===== src/rtl/safe_pkg.sv =====
// -----------------------------------------------------------------------------
// safe_pkg
// Shared definitions for the digital safe: the 4-bit state codes that appear on
// the state bus (also decoded by the LED/piezo feedback block), the special
// keypad codes, the timer width and a digit-classification helper.
// No ports.
// -----------------------------------------------------------------------------
package safe_pkg;

  typedef enum logic [3:0] {
    ST_IDLE      = 4'b0000,
    ST_ENTRY     = 4'b0001,
    ST_CHECK     = 4'b0010,
    ST_SET_ENTRY = 4'b0100,
    ST_SUCCESS   = 4'b0111,
    ST_FAIL      = 4'b1000,
    ST_LOCKOUT   = 4'b1001,
    ST_EMERGENCY = 4'b1010
  } state_e;

  localparam logic [3:0] KEY_CLEAR = 4'hA;  // '*'
  localparam logic [3:0] KEY_ENTER = 4'hB;  // '#'

  localparam int TIMER_W = 14;

  function automatic logic is_digit(input logic [3:0] code);
    return code <= 4'd9;
  endfunction

endpackage


===== src/rtl/safe_lock_fsm_if.sv =====
// -----------------------------------------------------------------------------
// safe_lock_fsm_if
// Keypad/emergency inputs and status outputs of the safe controller.
//   key_valid     : one-cycle pulse, key_code valid
//   key_code      : 0-9 digit, A '*', B '#', others ignored
//   emergency_req : level, emergency override
//   state         : registered state code
//   unlock        : solenoid drive
//   digit_count   : digits buffered
//   fail_count    : consecutive failures
// master = keypad / system side, slave = safe_lock_fsm.
// -----------------------------------------------------------------------------
interface safe_lock_fsm_if;
  logic       key_valid;
  logic [3:0] key_code;
  logic       emergency_req;
  logic [3:0] state;
  logic       unlock;
  logic [3:0] digit_count;
  logic [2:0] fail_count;

  modport master (
    output key_valid, key_code, emergency_req,
    input  state, unlock, digit_count, fail_count
  );

  modport slave (
    input  key_valid, key_code, emergency_req,
    output state, unlock, digit_count, fail_count
  );
endinterface


===== src/rtl/safe_lock_fsm_ms_timer.sv =====
// -----------------------------------------------------------------------------
// ms_timer
// Loadable down-counter on the 1 kHz tick. Counts down to zero and stops there;
// expired is high while the count is zero.
//   clk_1khz, rst : clock, async active-high reset
//   load, load_val: reload the counter (wins over counting)
//   expired       : count == 0
// -----------------------------------------------------------------------------
module ms_timer
  import safe_pkg::*;
(
  input  logic               clk_1khz,
  input  logic               rst,
  input  logic               load,
  input  logic [TIMER_W-1:0] load_val,
  output logic               expired
);

  logic [TIMER_W-1:0] count_q, count_d;

  always_comb begin
    count_d = count_q;
    if (load) begin
      count_d = load_val;
    end else if (count_q != '0) begin
      count_d = count_q - 1'b1;
    end
  end

  always_ff @(posedge clk_1khz or posedge rst) begin
    if (rst) count_q <= '0;
    else     count_q <= count_d;
  end

  assign expired = (count_q == '0);

endmodule


===== src/rtl/safe_lock_fsm.sv =====
// -----------------------------------------------------------------------------
// safe_lock_fsm
// Master control FSM of the digital safe: buffers keypad digits, checks the
// entered code, times SUCCESS/FAIL/LOCKOUT holds and the entry idle timeout,
// and handles the emergency override. All outputs are registered.
//   clk_1khz : 1 kHz system clock
//   rst      : asynchronous active-high reset
//   bus      : safe_lock_fsm_if.slave (keys, emergency, state/unlock/counts)
// Build option: define SAFE_PW_CHANGE_EN to allow changing the code from
// SUCCESS via '*' (SET_ENTRY). Without it the code is fixed at DEFAULT_PW.
// -----------------------------------------------------------------------------
module safe_lock_fsm
  import safe_pkg::*;
#(
  parameter int          PW_LEN           = 4,
  parameter logic [31:0] DEFAULT_PW       = 32'h1234,
  parameter int          MAX_FAIL         = 3,
  parameter int          SUCCESS_MS       = 3000,
  parameter int          FAIL_MS          = 1000,
  parameter int          LOCKOUT_MS       = 10000,
  parameter int          ENTRY_TIMEOUT_MS = 5000
) (
  input logic           clk_1khz,
  input logic           rst,
  safe_lock_fsm_if.slave bus
);

  localparam int               BUF_W    = PW_LEN * 4;
  localparam logic [BUF_W-1:0] RESET_PW = DEFAULT_PW[BUF_W-1:0];

  // The timer is loaded on the entry edge, so a hold of N cycles loads N-1.
  localparam logic [TIMER_W-1:0] LD_SUCCESS = TIMER_W'(SUCCESS_MS - 1);
  localparam logic [TIMER_W-1:0] LD_FAIL    = TIMER_W'(FAIL_MS - 1);
  localparam logic [TIMER_W-1:0] LD_LOCKOUT = TIMER_W'(LOCKOUT_MS - 1);
  localparam logic [TIMER_W-1:0] LD_ENTRY   = TIMER_W'(ENTRY_TIMEOUT_MS - 1);

  state_e           state_q, state_d;
  logic             unlock_q, unlock_d;
  logic [3:0]       digit_count_q, digit_count_d;
  logic [2:0]       fail_count_q, fail_count_d;
  logic [BUF_W-1:0] digits_q, digits_d;
  logic [BUF_W-1:0] pw_code;

  logic               tmr_load;
  logic [TIMER_W-1:0] tmr_val;
  logic               tmr_expired;

  logic       key_digit, key_clear, key_enter, pw_change_req;
  logic [2:0] fail_inc;
  logic       pw_match;

`ifdef SAFE_PW_CHANGE_EN
  logic [BUF_W-1:0] pw_q, pw_d;
  assign pw_code       = pw_q;
  assign pw_change_req = key_clear;
`else
  assign pw_code       = RESET_PW;
  assign pw_change_req = 1'b0;
`endif

  ms_timer u_timer (
    .clk_1khz (clk_1khz),
    .rst      (rst),
    .load     (tmr_load),
    .load_val (tmr_val),
    .expired  (tmr_expired)
  );

  assign key_digit = bus.key_valid && is_digit(bus.key_code);
  assign key_clear = bus.key_valid && (bus.key_code == KEY_CLEAR);
  assign key_enter = bus.key_valid && (bus.key_code == KEY_ENTER);

  // Saturating increment: a count already at or above MAX_FAIL (left over
  // from a lockout interrupted by EMERGENCY) locks out again on the next miss.
  assign fail_inc = (fail_count_q == 3'd7) ? 3'd7 : fail_count_q + 3'd1;
  assign pw_match = (digit_count_q == 4'(PW_LEN)) && (digits_q == pw_code);

  always_comb begin
    // NOTE: every signal gets a default here so no path leaves one unassigned,
    // which would otherwise infer a latch.
    state_d       = state_q;
    digits_d      = digits_q;
    digit_count_d = digit_count_q;
    fail_count_d  = fail_count_q;
    tmr_load      = 1'b0;
    tmr_val       = LD_ENTRY;
`ifdef SAFE_PW_CHANGE_EN
    pw_d          = pw_q;
`endif

    if (bus.emergency_req) begin
      // Overrides everything; a same-cycle key is dropped, timers abandoned.
      state_d = ST_EMERGENCY;
    end else begin
      case (state_q)
        ST_IDLE: begin
          if (key_digit) begin
            state_d       = ST_ENTRY;
            digits_d      = BUF_W'(bus.key_code);
            digit_count_d = 4'd1;
            tmr_load      = 1'b1;
          end
        end

        ST_ENTRY, ST_SET_ENTRY: begin
          // A key is checked before expiry, so a key on the expiry cycle wins.
          if (key_digit) begin
            if (digit_count_q < 4'(PW_LEN)) begin
              digits_d      = (digits_q << 4) | BUF_W'(bus.key_code);
              digit_count_d = digit_count_q + 4'd1;
            end
            tmr_load = 1'b1;
          end else if (key_clear) begin
            state_d       = ST_IDLE;
            digits_d      = '0;
            digit_count_d = '0;
          end else if (key_enter) begin
            if (state_q == ST_ENTRY) begin
              state_d = ST_CHECK;
            end else begin
`ifdef SAFE_PW_CHANGE_EN
              if (digit_count_q == 4'(PW_LEN)) pw_d = digits_q;
`endif
              state_d       = ST_IDLE;
              digits_d      = '0;
              digit_count_d = '0;
            end
          end else if (tmr_expired) begin
            state_d       = ST_IDLE;
            digits_d      = '0;
            digit_count_d = '0;
          end
        end

        ST_CHECK: begin
          digits_d      = '0;
          digit_count_d = '0;
          tmr_load      = 1'b1;
          if (pw_match) begin
            state_d      = ST_SUCCESS;
            fail_count_d = '0;
            tmr_val      = LD_SUCCESS;
          end else begin
            fail_count_d = fail_inc;
            if (fail_inc >= 3'(MAX_FAIL)) begin
              state_d = ST_LOCKOUT;
              tmr_val = LD_LOCKOUT;
            end else begin
              state_d = ST_FAIL;
              tmr_val = LD_FAIL;
            end
          end
        end

        ST_SUCCESS: begin
          if (pw_change_req) begin
            state_d  = ST_SET_ENTRY;
            tmr_load = 1'b1;
          end else if (tmr_expired) begin
            state_d = ST_IDLE;
          end
        end

        ST_FAIL: begin
          if (tmr_expired) state_d = ST_IDLE;
        end

        ST_LOCKOUT: begin
          if (tmr_expired) begin
            state_d      = ST_IDLE;
            fail_count_d = '0;
          end
        end

        ST_EMERGENCY: begin
          // Release: failure count is kept so lockout cannot be bypassed.
          state_d       = ST_IDLE;
          digits_d      = '0;
          digit_count_d = '0;
        end

        default: state_d = ST_IDLE;
      endcase
    end

    unlock_d = (state_d == ST_SUCCESS);
  end

  // NOTE: sequential state uses non-blocking assignments so every flop samples
  // the pre-edge values regardless of statement order.
  always_ff @(posedge clk_1khz or posedge rst) begin
    if (rst) begin
      state_q       <= ST_IDLE;
      unlock_q      <= 1'b0;
      digit_count_q <= '0;
      fail_count_q  <= '0;
      digits_q      <= '0;
`ifdef SAFE_PW_CHANGE_EN
      pw_q          <= RESET_PW;
`endif
    end else begin
      state_q       <= state_d;
      unlock_q      <= unlock_d;
      digit_count_q <= digit_count_d;
      fail_count_q  <= fail_count_d;
      digits_q      <= digits_d;
`ifdef SAFE_PW_CHANGE_EN
      pw_q          <= pw_d;
`endif
    end
  end

  assign bus.state       = state_q;
  assign bus.unlock      = unlock_q;
  assign bus.digit_count = digit_count_q;
  assign bus.fail_count  = fail_count_q;

endmodule


===== src/flat_wrapper.sv =====
// flat-port wrapper written by rule: the top's interface ports become plain ports
module safe_lock_fsm_flat import safe_pkg::*;
#(
  parameter int          PW_LEN           = 4,
  parameter logic [31:0] DEFAULT_PW       = 32'h1234,
  parameter int          MAX_FAIL         = 3,
  parameter int          SUCCESS_MS       = 3000,
  parameter int          FAIL_MS          = 1000,
  parameter int          LOCKOUT_MS       = 10000,
  parameter int          ENTRY_TIMEOUT_MS = 5000
)
  (clk_1khz, rst, bus_key_valid, bus_key_code, bus_emergency_req, bus_state, bus_unlock, bus_digit_count, bus_fail_count);
  safe_lock_fsm_if bus_i ();
  input logic clk_1khz;
  input logic rst;
  input wire logic [$bits(bus_i.key_valid)-1:0] bus_key_valid;
  input wire logic [$bits(bus_i.key_code)-1:0] bus_key_code;
  input wire logic [$bits(bus_i.emergency_req)-1:0] bus_emergency_req;
  output wire logic [$bits(bus_i.state)-1:0] bus_state;
  output wire logic [$bits(bus_i.unlock)-1:0] bus_unlock;
  output wire logic [$bits(bus_i.digit_count)-1:0] bus_digit_count;
  output wire logic [$bits(bus_i.fail_count)-1:0] bus_fail_count;
  assign bus_i.key_valid = bus_key_valid;
  assign bus_i.key_code = bus_key_code;
  assign bus_i.emergency_req = bus_emergency_req;
  assign bus_state = bus_i.state;
  assign bus_unlock = bus_i.unlock;
  assign bus_digit_count = bus_i.digit_count;
  assign bus_fail_count = bus_i.fail_count;
  safe_lock_fsm #(.PW_LEN(PW_LEN), .DEFAULT_PW(DEFAULT_PW), .MAX_FAIL(MAX_FAIL), .SUCCESS_MS(SUCCESS_MS), .FAIL_MS(FAIL_MS), .LOCKOUT_MS(LOCKOUT_MS), .ENTRY_TIMEOUT_MS(ENTRY_TIMEOUT_MS)) u_core (.clk_1khz(clk_1khz), .rst(rst), .bus(bus_i));
endmodule

===== config.mk =====
export PLATFORM = sky130hd
export DESIGN_NAME = safe_lock_fsm_flat
export DESIGN_NICKNAME = d
export VERILOG_FILES = /design/src/rtl/safe_pkg.sv /design/src/rtl/safe_lock_fsm_if.sv /design/src/rtl/safe_lock_fsm_ms_timer.sv /design/src/rtl/safe_lock_fsm.sv /design/src/flat_wrapper.sv
export SDC_FILE = /design/constraint.sdc
export NUM_CORES = 1
export LEC_CHECK = 0
export ABC_AREA = 1
export CORE_MARGIN = 2
export CORE_UTILIZATION = 27
export DETAILED_ROUTE_END_ITERATION = 12
export GPL_ROUTABILITY_DRIVEN = 0
export PLACE_DENSITY = 0.44
export SLEW_MARGIN = 30
export SYNTH_ARGS = -nofsm -noshare
export SYNTH_HDL_FRONTEND = slang
export SYNTH_SLANG_ARGS = --single-unit

===== constraint.sdc =====
create_clock -name clk_1khz -period 4.3 [get_ports clk_1khz]
set_clock_uncertainty 0.05 [all_clocks]
set_input_delay 0.86 -clock clk_1khz [delete_from_list [all_inputs] [get_ports clk_1khz]]
set_output_delay 0.86 -clock clk_1khz [all_outputs]
set_load 0.02 [all_outputs]

==> flow_summary.toml, run 1 <==
[synth]
synth_area_leaders = "dfrtp_1 (39%), nand2_1 (14%), inv_1 (7.7%), nor2_1 (7.6%), o21bai_1 (4.8%)"
syn_area_per_cell_um2 = 7.18
synth_area_leader_cell = "dfrtp_1"
synth_commonest_cells = "nand2_1 (100), inv_1 (55), nor2_1 (54)"
synth-warning-count = 0
ys_ff_latch = 42
synth-async-reset-ratio_pct = 100
synthesis.area_um2 = 2670
ys_types = 32
synthFlopType = "dfrtp_1"
synth-edff-count = 0
syn-num-nets = 384
netlist_instances = 372
ys_seq_area_share_pct = 39.4
synth.top_cell.area_share_pct = 39.4
yosysMostFrequentCell = "nand2_1"

[worst_hold_path]
hp-class = "reg2reg"

[clock_tree]
post_cts_buffers = 0
clk_latency_ns = 0.30
clockBufferDepth = 2
clock_sinks = 42
cts_resized = 0
numCtsBuffers = 5
cts_tree = "built"
cts_hold_buffers = 0
root_buffer = "clkbuf_8"
htree_levels = 2
clk_pin_slew_ns = 0.09

[timing]
setup_tns_ns = 0
fin_hold_ws_ns = 0.497
finalMaxSlewViolations = 0
relSlewSlack_pct = 48.6
setup_violations = 0
post-route-period-util_pct = 69.2
rsz0062_at_grt = "false"
fin_ws_ns = 1.32
hold_viol = 0
max_freq_mhz = 336
worst_pin_slew_ns = 0.766
min_period_ns = 2.98

[power]
leakage_uw = 0.00157
p_total_uw = 1310
ir_drop_mv = 0.167
power.density_nw_per_um2 = 426

[placement]
dpl_cell_area_um2 = 2980
hpwl_um = 4860
place_worst_setup_slack_ns = 1.03
port_buffers = 19

[global_route]
grt_pass1_wl_um = 11000
antenna_found_initial = 0
grt_pass1_vias = 2318
grt_overflow = 0
grt_max_degree = 23
grt_util_all_layers_pct = 13.3

[critical_path]
crit_start = "bus_key_code[3]"
path_cells = "clkdlybuf4s50_1 > o21ai_0 > nand2_1 > inv_1 > nand3_1 > nand3_2 > nor2_1 > buf_4 > nand2_1 > nand2_1"
reg2reg_depth = 9
rrSetupSlack_ns = 1.69
critPathSlowestCell = "nor2_1"
path_class = "in2reg"
crit_fanout = 20
crit_path_max_incr_delay_ns = 0.56
path_common_cell = "nand2_1"
cp.arrival_ns = 3.16
cp-end-kind = "flip-flop"
crit_required_ns = 4.49
crit_end = "u_core.digits_q[4]"
start_kind = "input port"
worst_r2r_endpoint = "u_core.digits_q[4]"
worstReg2RegStart = "u_core.bus.state[1]"

[final_layout]
final_area_um2 = 3080
area_delta_synth_final_pct = 15.5
n_antenna_cell = 0
layout-drive-gt1-share_pct = 6.85
nets = 405

[floorplan]
die_height_um = 103
start_util_pct = 27.6
coreArea_um2 = 9680
dieArea_um2 = 10700
die_w_um = 103
io_pins = 20
row_count = 36

[route]
ant_nets = 0
post-route-drc-count = 0
firstDrtPassIters = 4
vias = 2344
drt-initial-drc-count = 89
routed_wl_um = 6510
via_per_inst = 4.45
routedWlPerCell_um = 12.4

[flow_run]
drv_cap = 0

[outcome]
status = "finished clean"
-- sequential cells by signal, indices dropped and copies added, names as in the netlist --
register,flops
u_core.bus.digit_count,4
u_core.bus.fail_count,3
u_core.bus.state,4
u_core.bus.unlock,1
u_core.digits_q,16
u_core.u_timer.count_q,14
-- where the power goes --
group / switching, µW / total [µW] / internal [µW]
Combinational: 264 / 452 / 188
Sequential: 74.0 / 549 / 475
Clock: 140 / 314 / 174
Total: 478 / 1310 / 837
-- metal layers --
| metal | track usage [%] | vias up | part of all wire, % |
|---|---|---|---|
| met4 | 4.25 | 0 | 1.1 |
| met1 | 18.0 | 1102 | 50 |
| li1 | - | 1203 | - |
| met5 | 0 | - | 0 |
| met2 | 21.3 | 32 | 46 |
| met3 | 2.82 | 7 | 3.1 |
-- cells by family after synthesis --
kind of cell,Yosys count,share of synthesized area (%)
adders and majority gates,4,1.87
AOI/OAI and AO/OA,38,9.98
DFF,42,39.4
xor gates and xnor gates,10,3.28
and+or+nand+nor,212,34.7
buffers and inverters,66,10.8
-- worst min-delay path by stage --
stage                                    startpoint                         to  slack, ns  cells past startpoint
after floorplan           u_core.u_timer.count_q[1]  u_core.u_timer.count_q[1]       0.44                      2
after global placement    u_core.u_timer.count_q[1]  u_core.u_timer.count_q[1]       0.47                      2
after detailed placement   u_core.bus.fail_count[1]   u_core.bus.fail_count[1]       0.48                      2
after CTS                  u_core.bus.fail_count[1]   u_core.bus.fail_count[1]       0.50                      2
after global routing       u_core.bus.fail_count[1]   u_core.bus.fail_count[1]       0.55                      2
final                     u_core.u_timer.count_q[1]  u_core.u_timer.count_q[1]       0.50                      2
-- critical path, delay by kind of cell --
| kind | cells | cell delay [ns] |
|---|---|---|
| buffers and inverters | 3 | 0.88 |
| AOI/OAI and AO/OA | 1 | 0.13 |
| and+or+nand+nor | 6 | 1.29 |
-- area by class of cell --
cell class / instances / area (µm²)
clock buffers: 7 / 76.3
clock inverters: 1 / 30.0
fillers: 1044 / 6600
inverters: 58 / 218
multi-input cells: 264 / 1330
flip-flops and latches: 42 / 1050
well taps: 133 / 166
repair buffers: 22 / 213
-- metrics by stage --
stage	utilization, %	cells
5_1_grt	31.8	527
3_5_place_dp	30.7	519
4_1_cts	31.8	527
2_1_floorplan	-	372
3_3_place_gp	30.7	519
6_report	31.8	527
-- placed cells by master (no fill, tap or decap), drive strengths merged, types with 3 or more instances in the layout --
master           n
nor3            11
dfrtp           42
clkdlybuf4s50   19
a21oi            5
o211ai           4
clkbuf           7
o21ai            5
o21a             4
nand4            7
inv             57
ha               4
nand3           28
buf              3
nand2          104
xnor2            5
nor2            58
o21bai          19
xor2             5
(Power assumes the default switching activity.)
==> run 2, diff against run 1 <==
Clock period 4.3 ns to 3.11 ns, I/O delays scaled along.
==> run 2 against run 1 <==
Compared with the run above: clock power grew 8.3%; register-to-register slack lost 0.75 ns; non-clock buffer count grew 2; final area shrank 0.49%; sequential share of layout area grew 0.17 points; first-iteration DRC count grew 13%; count of clock-buffer cells in the layout is the same; sequential power grew 39%.
==> flow_summary.toml, run 2 (synthesis results as in run 1) <==
[power]
p_int_uw = 1080
power.density_nw_per_um2 = 570
leakage_uw = 0.00156
switching_power_uw = 673
swShare_pct = 38.5
p_comb_share_pct = 37.0
power_frac_seq_pct = 43.6
ir_drop_mv = 0.227
clock_power_share_pct = 19.4

[clock_tree]
clockBufferDepth = 2
cts_tree = "built"
cts_hold_buffers = 0
numCtsBuffers = 5
root_buffer = "clkbuf_8"
cts_resized = 0
clock_sinks = 42
htree_levels = 2
post_cts_buffers = 0
clk_latency_ns = 0.29
clk_pin_slew_ns = 0.08

[timing]
worst_pin_slew_ns = 0.475
setup_violations = 0
relSlewSlack_pct = 68.1
post-route-period-util_pct = 74.3
setup_tns_ns = 0
finalMaxSlewViolations = 0
min_period_ns = 2.31
hold_viol = 0
max_freq_mhz = 433
rsz0062_at_grt = "false"

[critical_path]
cp-end-kind = "flip-flop"
critical_path.top_delay_family = "simple AND/OR/NAND/NOR gates"
path_common_cell = "nand2_1"
path_cells = "clkdlybuf4s50_1 > o21ai_0 > nand2_1 > inv_1 > nand2_2 > nand2_1 > nand2_2 > nand2_1 > inv_1 > nand3_1 > nand2_1"
path_class = "in2reg"
cp.arrival_ns = 2.44
crit_path_max_incr_delay_ns = 0.43
crit_fanout = 18
critPathSlowestCell = "clkdlybuf4s50_1"
cp_num_buf_inv = 3
crit_required_ns = 3.24
start_kind = "input port"

[route]
routed_wl_um = 6650
drt-initial-drc-count = 101
via_per_inst = 4.44
firstDrtPassIters = 5
routedWlPerCell_um = 12.6
ant_nets = 0
post-route-drc-count = 0
vias = 2344

[global_route]
grt_pass1_vias = 2320
grt_pass1_wl_um = 11300
antenna_found_initial = 0
grt_max_degree = 21
grt_util_all_layers_pct = 13.6
grt_overflow = 0

[floorplan]
die_height_um = 103
coreArea_um2 = 9680
die_w_um = 103
io_pins = 20
start_util_pct = 27.6
dieArea_um2 = 10700
row_count = 36

[final_layout]
largest_register_ffs = 16
n_antenna_cell = 0
final_area_um2 = 3070
layoutNonFillerInstCount = 528
reg.largest.list = "u_core.digits_q: 16 flops, u_core.u_timer.count_q: 14 flops"
layout_commonest_cell = "nand2_1"
fin_util_pct = 31.7
layout_common_cells = "nand2_1 (100), inv_1 (54), nor2_1 (54)"
regMostFlops = "u_core.digits_q"
nets = 407
layout-drive-gt1-share_pct = 7.09
area_delta_synth_final_pct = 14.9

[worst_hold_path]
hp-class = "reg2reg"

[flow_run]
drv_cap = 0

[placement]
hpwl_um = 5120
port_buffers = 19
dpl_cell_area_um2 = 2990
dp_cells = 521

[outcome]
status = "finished clean"
## run 2: changes by cell type in the layout (fill, tap and decap cells not counted), sizes merged
cell,delta
bufinv,-1
buf,+2
## run 2: metal layers
layer,GRT usage (%),routed length [µm],vias up
li1,-,-,1204
met1,18.6,3250,1102
met2,22.4,3170,33
met3,2.49,180,5
met4,3.34,53,0
met5,0,0,-
## run 2: tightest hold or removal path, cell delays in order, from the launching register on
cell     delay [ns]
dfrtp_1        0.38
nand3_1        0.08
nand2_1        0.07
## run 2: area by class of cell
cell class	count	area (µm²)
Timing Repair Buffer	24	228
Inverter	58	218
Tap cell	133	166
Sequential cell	42	1050
Fill cell	1073	6620
Multi-Input combinational cell	264	1330
Clock buffer	7	76.3
## run 2: power groups by stage
stage	combinational (µW)	clock [µW]	sequential (µW)
2_1_floorplan	458	0	770
3_3_place_gp	650	0	772
3_5_place_dp	647	0	773
4_1_cts	651	355	762
5_1_grt	735	380	780
6_report	646	340	763
## run 2: stage by stage
step	hold WS, ns	power [µW]	setup slack, ns
2_1_floorplan	0.437	1230	1.29
3_3_place_gp	0.489	1420	0.536
3_5_place_dp	0.492	1420	0.493
4_1_cts	0.512	1770	0.798
5_1_grt	0.553	1900	0.515
6_report	0.512	1750	0.799
## run 2: worst paths after layout
path	startpoint	end	slack, ns	depth (start not counted)
max	bus_key_code[2]	u_core.u_timer.count_q[12]	0.80	11
min	u_core.bus.fail_count[1]	u_core.bus.fail_count[1]	0.51	2
max reg2reg	u_core.u_timer.count_q[0]	u_core.digits_q[1]	0.94	11
min reg2reg	u_core.bus.fail_count[1]	u_core.bus.fail_count[1]	0.51	2
max in group asynchronous	rst	u_core.digits_q[3]	1.88	3
min in group asynchronous	rst	u_core.digits_q[12]	0.54	2
